==> src/rtl/uart_apb_slave.sv <==
// APB slave fronting a full-duplex 8N1 UART: TX holding register, RX data register and status flags.
// Serial TX/RX engines run from pclk with a per-bit cycle counter.
module uart_apb_slave #(
  parameter int CLKS_PER_BIT = 87
) (
  input  logic        pclk,
  input  logic        rst,
  input  logic        psel,
  input  logic        penable,
  input  logic        pwrite,
  input  logic [31:0] pstrb,
  input  logic [31:0] padd,
  input  logic [31:0] pwdata,
  output logic [31:0] prdata,
  output logic        pready,
  output logic        pslevrr,
  output logic        apb_done,
  input  logic        ser_in,
  output logic        ser_out,
  input  logic        tx_enable,
  input  logic        rx_enable
);

  localparam int CW = $clog2(CLKS_PER_BIT + 1);
  localparam logic [CW-1:0] BIT_LAST = CW'(CLKS_PER_BIT - 1);
  localparam logic [CW-1:0] BIT_HALF = CW'(CLKS_PER_BIT / 2);

  typedef enum logic [1:0] {S_IDLE, S_START, S_DATA, S_STOP} state_e;

  state_e        tx_state_q, tx_state_d, rx_state_q, rx_state_d;
  logic [CW-1:0] tx_cnt_q, tx_cnt_d, rx_cnt_q, rx_cnt_d;
  logic [2:0]    tx_bit_q, tx_bit_d, rx_bit_q, rx_bit_d;
  logic [7:0]    tx_shift_q, tx_shift_d, rx_shift_q, rx_shift_d;
  logic [7:0]    tx_hold_q, tx_hold_d, rx_byte_q, rx_byte_d;
  logic          tx_pending_q, tx_pending_d, ser_out_q, ser_out_d;
  logic          rx_valid_q, rx_valid_d, rx_overrun_q, rx_overrun_d;
  logic          rx_frame_err_q, rx_frame_err_d;
  logic          sync1_q, sync1_d, sync2_q, sync2_d;

  logic access, sel_rx, sel_tx, sel_st, acc_err, wr_ok, rd_ok;
  logic tx_start, rx_got, rx_bad, rx_read, tx_busy;
  logic unused_bits;

  assign unused_bits = ^{pstrb, pwdata[31:8]};

  assign access   = psel & penable;
  assign sel_rx   = (padd == 32'h0000_0078);
  assign sel_tx   = (padd == 32'h0000_0079);
  assign sel_st   = (padd == 32'h0000_007A);
  assign acc_err  = access & (~(sel_rx | sel_tx | sel_st) | (pwrite & sel_rx));
  assign wr_ok    = access & pwrite & ~acc_err;
  assign rd_ok    = access & ~pwrite & ~acc_err;
  assign rx_read  = rd_ok & sel_rx;
  assign tx_busy  = (tx_state_q != S_IDLE);
  assign tx_start = (tx_state_q == S_IDLE) & tx_pending_q & tx_enable;

  assign pready   = access;
  assign apb_done = access & pready;
  assign pslevrr  = acc_err;
  assign ser_out  = ser_out_q;

  always_comb begin
    prdata = 32'h0;
    if (rd_ok) begin
      if (sel_rx)      prdata = {23'b0, rx_valid_q, rx_byte_q};
      else if (sel_tx) prdata = {23'b0, tx_pending_q, tx_hold_q};
      else             prdata = {27'b0, rx_frame_err_q, rx_overrun_q, rx_valid_q, tx_busy, tx_pending_q};
    end
  end

  // TX engine; ser_out is registered from the current state so it lags the state by one cycle
  always_comb begin
    tx_state_d = tx_state_q;
    tx_cnt_d   = tx_cnt_q;
    tx_bit_d   = tx_bit_q;
    tx_shift_d = tx_shift_q;
    case (tx_state_q)
      S_IDLE: begin
        if (tx_start) begin
          tx_state_d = S_START;
          tx_cnt_d   = '0;
          tx_shift_d = tx_hold_q;
        end
      end
      S_START: begin
        if (tx_cnt_q == BIT_LAST) begin
          tx_state_d = S_DATA;
          tx_cnt_d   = '0;
          tx_bit_d   = 3'd0;
        end else begin
          tx_cnt_d = tx_cnt_q + CW'(1);
        end
      end
      S_DATA: begin
        if (tx_cnt_q == BIT_LAST) begin
          tx_cnt_d   = '0;
          tx_shift_d = {1'b0, tx_shift_q[7:1]};
          if (tx_bit_q == 3'd7) tx_state_d = S_STOP;
          else                  tx_bit_d   = tx_bit_q + 3'd1;
        end else begin
          tx_cnt_d = tx_cnt_q + CW'(1);
        end
      end
      S_STOP: begin
        if (tx_cnt_q == BIT_LAST) begin
          tx_state_d = S_IDLE;
          tx_cnt_d   = '0;
        end else begin
          tx_cnt_d = tx_cnt_q + CW'(1);
        end
      end
      default: tx_state_d = S_IDLE;
    endcase

    case (tx_state_q)
      S_START: ser_out_d = 1'b0;
      S_DATA:  ser_out_d = tx_shift_q[0];
      default: ser_out_d = 1'b1;
    endcase
  end

  always_comb begin
    sync1_d    = ser_in;
    sync2_d    = sync1_q;
    rx_state_d = rx_state_q;
    rx_cnt_d   = rx_cnt_q;
    rx_bit_d   = rx_bit_q;
    rx_shift_d = rx_shift_q;
    rx_got     = 1'b0;
    rx_bad     = 1'b0;
    case (rx_state_q)
      S_IDLE: begin
        if (!sync2_q) begin
          rx_state_d = S_START;
          rx_cnt_d   = '0;
        end
      end
      S_START: begin
        if (rx_cnt_q == BIT_HALF) begin
          rx_cnt_d   = '0;
          rx_bit_d   = 3'd0;
          rx_state_d = sync2_q ? S_IDLE : S_DATA;
        end else begin
          rx_cnt_d = rx_cnt_q + CW'(1);
        end
      end
      S_DATA: begin
        if (rx_cnt_q == BIT_LAST) begin
          rx_cnt_d   = '0;
          rx_shift_d = {sync2_q, rx_shift_q[7:1]};
          if (rx_bit_q == 3'd7) rx_state_d = S_STOP;
          else                  rx_bit_d   = rx_bit_q + 3'd1;
        end else begin
          rx_cnt_d = rx_cnt_q + CW'(1);
        end
      end
      S_STOP: begin
        if (rx_cnt_q == BIT_LAST) begin
          rx_state_d = S_IDLE;
          rx_cnt_d   = '0;
          rx_got     = sync2_q;
          rx_bad     = ~sync2_q;
        end else begin
          rx_cnt_d = rx_cnt_q + CW'(1);
        end
      end
      default: rx_state_d = S_IDLE;
    endcase
    if (!rx_enable) begin
      rx_state_d = S_IDLE;
      rx_cnt_d   = '0;
      rx_got     = 1'b0;
      rx_bad     = 1'b0;
    end
  end

  // Register file: hardware set events take priority over bus clears on the same cycle
  always_comb begin
    tx_hold_d      = tx_hold_q;
    tx_pending_d   = tx_pending_q;
    rx_byte_d      = rx_byte_q;
    rx_valid_d     = rx_valid_q;
    rx_overrun_d   = rx_overrun_q;
    rx_frame_err_d = rx_frame_err_q;

    if (tx_start) tx_pending_d = 1'b0;
    if (wr_ok && sel_tx) begin
      tx_hold_d    = pwdata[7:0];
      tx_pending_d = 1'b1;
    end

    if (rx_read) rx_valid_d = 1'b0;
    if (wr_ok && sel_st && pwdata[3]) rx_overrun_d   = 1'b0;
    if (wr_ok && sel_st && pwdata[4]) rx_frame_err_d = 1'b0;
    if (rx_got) begin
      rx_byte_d  = rx_shift_q;
      rx_valid_d = 1'b1;
      if (rx_valid_q && !rx_read) rx_overrun_d = 1'b1;
    end
    if (rx_bad) rx_frame_err_d = 1'b1;
  end

  always_ff @(posedge pclk or posedge rst) begin
    if (rst) begin
      tx_state_q     <= S_IDLE;
      rx_state_q     <= S_IDLE;
      tx_cnt_q       <= '0;
      rx_cnt_q       <= '0;
      tx_bit_q       <= 3'd0;
      rx_bit_q       <= 3'd0;
      tx_shift_q     <= 8'h0;
      rx_shift_q     <= 8'h0;
      tx_hold_q      <= 8'h0;
      rx_byte_q      <= 8'h0;
      tx_pending_q   <= 1'b0;
      ser_out_q      <= 1'b1;
      rx_valid_q     <= 1'b0;
      rx_overrun_q   <= 1'b0;
      rx_frame_err_q <= 1'b0;
      sync1_q        <= 1'b1;
      sync2_q        <= 1'b1;
    end else begin
      tx_state_q     <= tx_state_d;
      rx_state_q     <= rx_state_d;
      tx_cnt_q       <= tx_cnt_d;
      rx_cnt_q       <= rx_cnt_d;
      tx_bit_q       <= tx_bit_d;
      rx_bit_q       <= rx_bit_d;
      tx_shift_q     <= tx_shift_d;
      rx_shift_q     <= rx_shift_d;
      tx_hold_q      <= tx_hold_d;
      rx_byte_q      <= rx_byte_d;
      tx_pending_q   <= tx_pending_d;
      ser_out_q      <= ser_out_d;
      rx_valid_q     <= rx_valid_d;
      rx_overrun_q   <= rx_overrun_d;
      rx_frame_err_q <= rx_frame_err_d;
      sync1_q        <= sync1_d;
      sync2_q        <= sync2_d;
    end
  end

endmodule

==> config.mk <==
export PLATFORM = sky130hd
export DESIGN_NAME = uart_apb_slave
export DESIGN_NICKNAME = d
export VERILOG_FILES = /design/src/rtl/uart_apb_slave.sv
export SDC_FILE = /design/constraint.sdc
export NUM_CORES = 1
export LEC_CHECK = 0
export CAP_MARGIN = 20
export CORE_MARGIN = 1.5
export CORE_UTILIZATION = 45
export DETAILED_ROUTE_END_ITERATION = 8
export PLACE_DENSITY = 0.81
export SYNTH_ARGS = -nofsm -noshare
export SYNTH_HDL_FRONTEND = slang
export SYNTH_SLANG_ARGS = --single-unit
==> constraint.sdc <==
create_clock -name pclk -period 4.5 [get_ports pclk]
set_input_delay 0.675 -clock pclk [delete_from_list [all_inputs] [get_ports pclk]]
set_output_delay 0.675 -clock pclk [all_outputs]
set_load 0.05 [all_outputs]
==> flow_summary.yaml, run 1 <==
layout:
  layout-drive-gt1-share: 0.169
  syn_to_final_growth_pct: 21.5
  fin_util: 0.558
  antenna_cells: 0
  final_nets: 520
sta:
  maxSlewViolCount: 0
  worstMarginPinSlew_ns: 0.980
  period_share: 0.923
  worst_slack_ns: 0.346
  rsz0062_at_grt: "no"
  timing.setup.tns_ns: 0
  fin_crit_ns: 4.15
  setup_viol: 0
  hold_viol_final: 0
  slew_headroom: 0.345
  fmax_mhz: 241
  finClkSkew_ns: 0.00794
setup_path:
  cp_common_cell: "clkdlybuf4s50_1"
  cp_slowest_stage_delay_ns: 0.83
  required_ns: 3.83
  crit_cells: 6
  worst-r2r-cell-count: 6
  cp-end-kind: "output pin"
  cp_max_fo: 10
  worstSetupPathType: "input port to output pin"
  path_cells: "clkdlybuf4s50_1, nor4_2, nand4_1, or3_1, a21oi_1, clkdlybuf4s50_1"
  crit_arrival_ns: 3.48
  crit_family: "simple AND/OR/NAND/NOR gates"
  crit_buf_inv: 2
  slowest_stage: "clkdlybuf4s50_1"
  crit_path_start_kind: "input port"
pwr:
  peakVddDrop_mv: 0.185
  leakage_nw: 2.06
  power_density_mw_per_mm2: 264
  finalPower_w: 0.00120
placed_design:
  pre_cts_ws_ns: 0.343
  dpl.hpwl_mm: 5.93
  io_buffer_count: 60
  gp_congestion: 0.876
synth:
  synth_edf_count: 0
  yosysSeqAreaShare: 0.423
  syn-mean-instance-area_um2: 11.0
  synthCells: 341
  ys_seq_elements: 63
  synth_area_leader_cell: "dfrtp_1"
  ys_async_sr_fraction: 1.00
  ys.flop_type: "dfrtp_1"
  netlist.area_leader.share: 0.402
  synth_area_mm2: 0.00373
  synthTopCellsByArea: "dfrtp_1 40%, mux2_2 9.0%, buf_4 4.8%"
  ys_types: 56
  yosys_warnings: 0
clock_network:
  postCtsSetupBuffers: 0
  cts_buffers: 9
  cts_resized: 0
  clkLatencyLatePin_ns: 0.34
  cts_sinks: 63
  cts_max_level: 3
  ctsHoldBuffers: 0
  clk_pin_slew_ns: 0.07
  cts_buffer_depth: 2
  root_buffer: "clkbuf_8"
  tritoncts: "done"
flow_run:
  maxCapViolCount: 0
drt:
  final_antenna_net_count: 0
  drtIter0Drc: 116
  wl_per_cell_um: 15.2
  vias: 2774
  route.detailed.drc: 0
  firstDrtPassIters: 4
  viasPerCell: 5.41
  drt-total-wl_mm: 7.81
worst_hold_path:
  hold_path_depth: 0
  timing.hold.worst.class: "flop to flop"
global_routing:
  grt_max_degree: 48
  grt_pass1_vias: 2797
  grt_use_total: 0.190
  antenna_found_initial: 0
  grt_pass1_wl_mm: 13.0
  gr-total-overflow: 0
floorplan:
  core_area_mm2: 0.00813
  die_w_um: 94.1
  die_h_um: 94.1
  dieArea_mm2: 0.00885
  start_util: 0.459
  num_rows: 33
  io_pins: 140
run_status:
  outcome: "completed"
## cells in the final DEF, fill, tap and decap left out, drive strengths merged, types with 6 or more instances in the layout
cell type,count
nand2,27
nor4,10
nor2b,10
clkdlybuf4s50,60
nor2,11
dfrtp,60
nand3,8
nor3,6
mux2,38
inv,13
ha,13
conb,23
o21ai,18
mux2i,17
nand4,6
clkbuf,13
## power breakdown
group | total [W] | internal, W | switching [W]
sequential | 0.000578 | 0.000572 | 0.00000639
combinational | 0.000141 | 0.0000521 | 0.0000893
clock | 0.000480 | 0.000271 | 0.000209
## cells by family after synthesis
kind of cell	after synthesis	share of synthesized area
other	1	0.00100
AO/OA/AOI/OAI	56	0.100
AND/OR/NAND/NOR	106	0.187
multiplexers	56	0.174
adder cells (fa/ha/maj)	13	0.0436
buffers and inverters	46	0.0714
flip-flops	63	0.423
## layer usage
| metal | up-vias | routed length, µm | track usage |
|---|---|---|---|
| li1 | 1331 | - | - |
| met1 | 1370 | 3090 | 0.207 |
| met3 | 13 | 349 | 0.0599 |
| met2 | 60 | 4240 | 0.350 |
| met5 | - | 0 | 0 |
| met4 | 0 | 124 | 0.0547 |
## sequential cells by signal, summed over array words and instances (netlist names), 2 cells and up
| signal | cells |
|---|---|
| rx_state_q | 2 |
| tx_cnt_q | 7 |
| tx_hold_q | 8 |
| rx_cnt_q | 7 |
| rx_shift_q | 8 |
| tx_shift_q | 8 |
| rx_bit_q | 3 |
| tx_state_q | 2 |
| rx_byte_q | 8 |
| tx_bit_q | 3 |
## final timing paths
path                                      startpoint                   endpoint  slack (ns)
max                                         padd[23]                  prdata[4]        0.35
min                                sync1_q$_DFF_PP1_          sync2_q$_DFF_PP1_        0.36
max reg2reg                tx_state_q[0]$_DFFE_PP0P_  tx_shift_q[4]$_DFFE_PP0P_        2.02
min reg2reg                        sync1_q$_DFF_PP1_          sync2_q$_DFF_PP1_        0.36
max in group asynchronous                        rst          sync1_q$_DFF_PP1_        2.76
min in group asynchronous                        rst    rx_bit_q[2]$_DFFE_PP0P_        0.88
## synth_stat cells, types with 2 or more instances
cell type   n
nor4_1      4
nand3_1     8
nand2b_1    4
mux2_2     30
o211ai_1    3
buf_2       3
a31oi_1     2
nor4_4      5
or3_1       5
mux2i_1    17
o21ai_0    18
inv_1      13
ha_1       13
o41ai_1     2
nand4_1     4
nand4b_1    2
a21o_1      2
buf_4      24
and3_1      5
and4b_1     2
and4_1      2
and4bb_2    2
nor4b_1     2
o22ai_1     3
dfrtp_1    60
mux2_4      8
a22o_1      4
o21a_1      3
nor3_1      6
a22oi_1     2
clkbuf_1    5
nor2_1     10
o31ai_1     2
o2bb2ai_1   3
a21oi_1     5
dfstp_2     3
nand2_1    27
nor2b_1    10
## per-stage QoR
| step | area, µm² | hold WS (ns) | cells |
|---|---|---|---|
| 2_1_floorplan | 3820 | 0.345 | 363 |
| 3_3_place_gp | 4350 | 0.347 | 497 |
| 3_5_place_dp | 4350 | 0.351 | 497 |
| 4_1_cts | 4540 | 0.361 | 513 |
| 5_1_grt | 4540 | 0.364 | 513 |
| 6_report | 4540 | 0.359 | 513 |
## final cells by class
class	instances	area, µm²
inverter	13	48.8
fill	699	3600
multi-input combinational	254	1970
clock buffer	13	149
tap	105	131
sequential	63	1580
timing repair buffer	62	616
clock inverter	3	42.5
Power figures use the tool's default switching activity.
==> inputs of run 2 (changes only) <==
CORE_MARGIN = 4   (was 1.5)
==> flow_summary.yaml, run 2 (same netlist as run 1, synthesis figures left out) <==
sta:
  maxSlewViolCount: 0
  finClkSkew_ns: 0.00871
  worstMarginPinSlew_ns: 0.893
  timing.setup.tns_ns: 0
  setup_viol: 0
  period_share: 0.913
  fin_crit_ns: 4.11
  fmax_mhz: 243
  rsz0062_at_grt: "no"
  hold_viol_final: 0
  slew_headroom: 0.404
pwr:
  power_density_mw_per_mm2: 258
  combPwrFrac: 0.123
  swShare: 0.259
  leakage_nw: 2.07
  power_frac_seq: 0.496
  p_int_w: 0.000864
  switchingPower_w: 0.000302
  peakVddDrop_mv: 0.183
  p_clk_frac: 0.381
setup_path:
  crit_path_start_kind: "input port"
  cp_max_fo: 10
  crit_arrival_ns: 3.43
  cp-end-kind: "output pin"
  slowest_stage: "clkdlybuf4s50_1"
  reg2reg_slack_ns: 2.07
  path_cells: "clkdlybuf4s50_1, nor4_2, nand4_1, or3_1, a21oi_1, clkdlybuf4s50_1"
  cp_common_cell: "clkdlybuf4s50_1"
  worstSetupPathType: "input port to output pin"
  r2r-start: "tx_state_q[0]$_DFFE_PP0P_"
  cp_slowest_stage_delay_ns: 0.83
  required_ns: 3.83
  crit_start: "padd[23]"
layout:
  antenna_cells: 0
  syn_to_final_growth_pct: 21.2
  seq_area_mm2: 0.00158
  mostFrequentLayoutCell: "dfrtp_1"
  layout-drive-gt1-share: 0.184
  final_cell_mix: "60 x dfrtp_1, 57 x clkdlybuf4s50_1, 30 x mux2_2"
  finalInstanceArea_mm2: 0.00453
  final_nets: 521
  multi_input_comb_area_mm2: 0.00197
  fillers: 662
floorplan:
  start_util: 0.474
  io_pins: 140
  num_rows: 32
  die_w_um: 99.1
  die_h_um: 99.1
  dieArea_mm2: 0.00982
  core_area_mm2: 0.00789
drt:
  drt-total-wl_mm: 8.34
  viasPerCell: 5.50
  drtIter0Drc: 121
  route.detailed.drc: 0
  final_antenna_net_count: 0
  firstDrtPassIters: 4
  wl_per_cell_um: 16.3
  vias: 2804
placed_design:
  dpl.hpwl_mm: 6.42
  place_area_mm2: 0.00434
  io_buffer_count: 60
  gp_congestion: 0.848
global_routing:
  grt_use_total: 0.176
  grt_max_degree: 45
  grt_pass1_vias: 2921
  antenna_found_initial: 0
  gr-total-overflow: 0
  grt_pass1_wl_mm: 13.9
clock_network:
  clk_pin_slew_ns: 0.07
  ctsHoldBuffers: 0
  postCtsSetupBuffers: 0
  clkLatencyLatePin_ns: 0.34
  cts_sinks: 63
  cts_buffer_depth: 2
  root_buffer: "clkbuf_8"
  cts_resized: 0
  tritoncts: "done"
  cts_buffers: 9
  cts_max_level: 3
flow_run:
  maxCapViolCount: 0
worst_hold_path:
  timing.hold.worst.class: "flop to flop"
  worstHoldStart: "sync1_q$_DFF_PP1_"
run_status:
  outcome: "completed"
==> run 2: final cells by class <==
class | count | area share
flip-flops and latches | 63 | 0.349
well taps | 102 | 0.0282
multi-input cells | 254 | 0.435
clock inverters | 3 | 0.00387
repair buffers | 63 | 0.136
inverters | 13 | 0.0108
clock buffers | 12 | 0.0365
==> run 2: path summary, 6_finish.rpt <==
kind,to,depth (start not counted)
setup reg to reg,tx_shift_q[1]$_DFFE_PP0P_,6
hold reg to reg,sync2_q$_DFF_PP1_,0
max in group asynchronous,tx_hold_q[5]$_DFFE_PP0P_,3
hold / removal,sync2_q$_DFF_PP1_,0
min in group asynchronous,rx_bit_q[1]$_DFFE_PP0P_,2
setup / recovery,prdata[0],6
==> run 2: worst max-delay path, delay by kind of cell <==
family          cells  cell delay, ns
simple gates        3            1.35
buf+inv             2            1.24
compound gates      1            0.15
==> run 2: through the flow <==
stage / instances / utilization / setup WS [ns] / hold slack [ns] / power [W]
floorplan: 363 / - / 0.827 / 0.345 / 0.000685
global placement: 495 / 0.551 / 0.460 / 0.346 / 0.000729
detailed placement: 495 / 0.551 / 0.390 / 0.350 / 0.000731
CTS: 510 / 0.574 / 0.353 / 0.361 / 0.00118
global route: 510 / 0.574 / 0.141 / 0.364 / 0.00121
finish: 510 / 0.574 / 0.390 / 0.363 / 0.00117
==> run 2: layer usage <==
layer | vias to the layer above | part of all wire | track usage | wire length, µm
met5 | - | 0 | 0 | 0
met4 | 0 | 0.022 | 0.0494 | 183
met3 | 17 | 0.053 | 0.0568 | 441
met2 | 75 | 0.54 | 0.318 | 4460
met1 | 1379 | 0.39 | 0.198 | 3250
li1 | 1333 | - | - | -
==> run 2: power groups by stage <==
| stage | Clock [W] | Combinational (W) | Sequential, W |
|---|---|---|---|
| final | 0.000445 | 0.000143 | 0.000578 |
| after floorplan | 0 | 0.0000996 | 0.000586 |
| after CTS | 0.000459 | 0.000144 | 0.000578 |
| after detailed placement | 0 | 0.000143 | 0.000588 |
| after global routing | 0.000480 | 0.000154 | 0.000578 |
| after global placement | 0 | 0.000141 | 0.000588 |
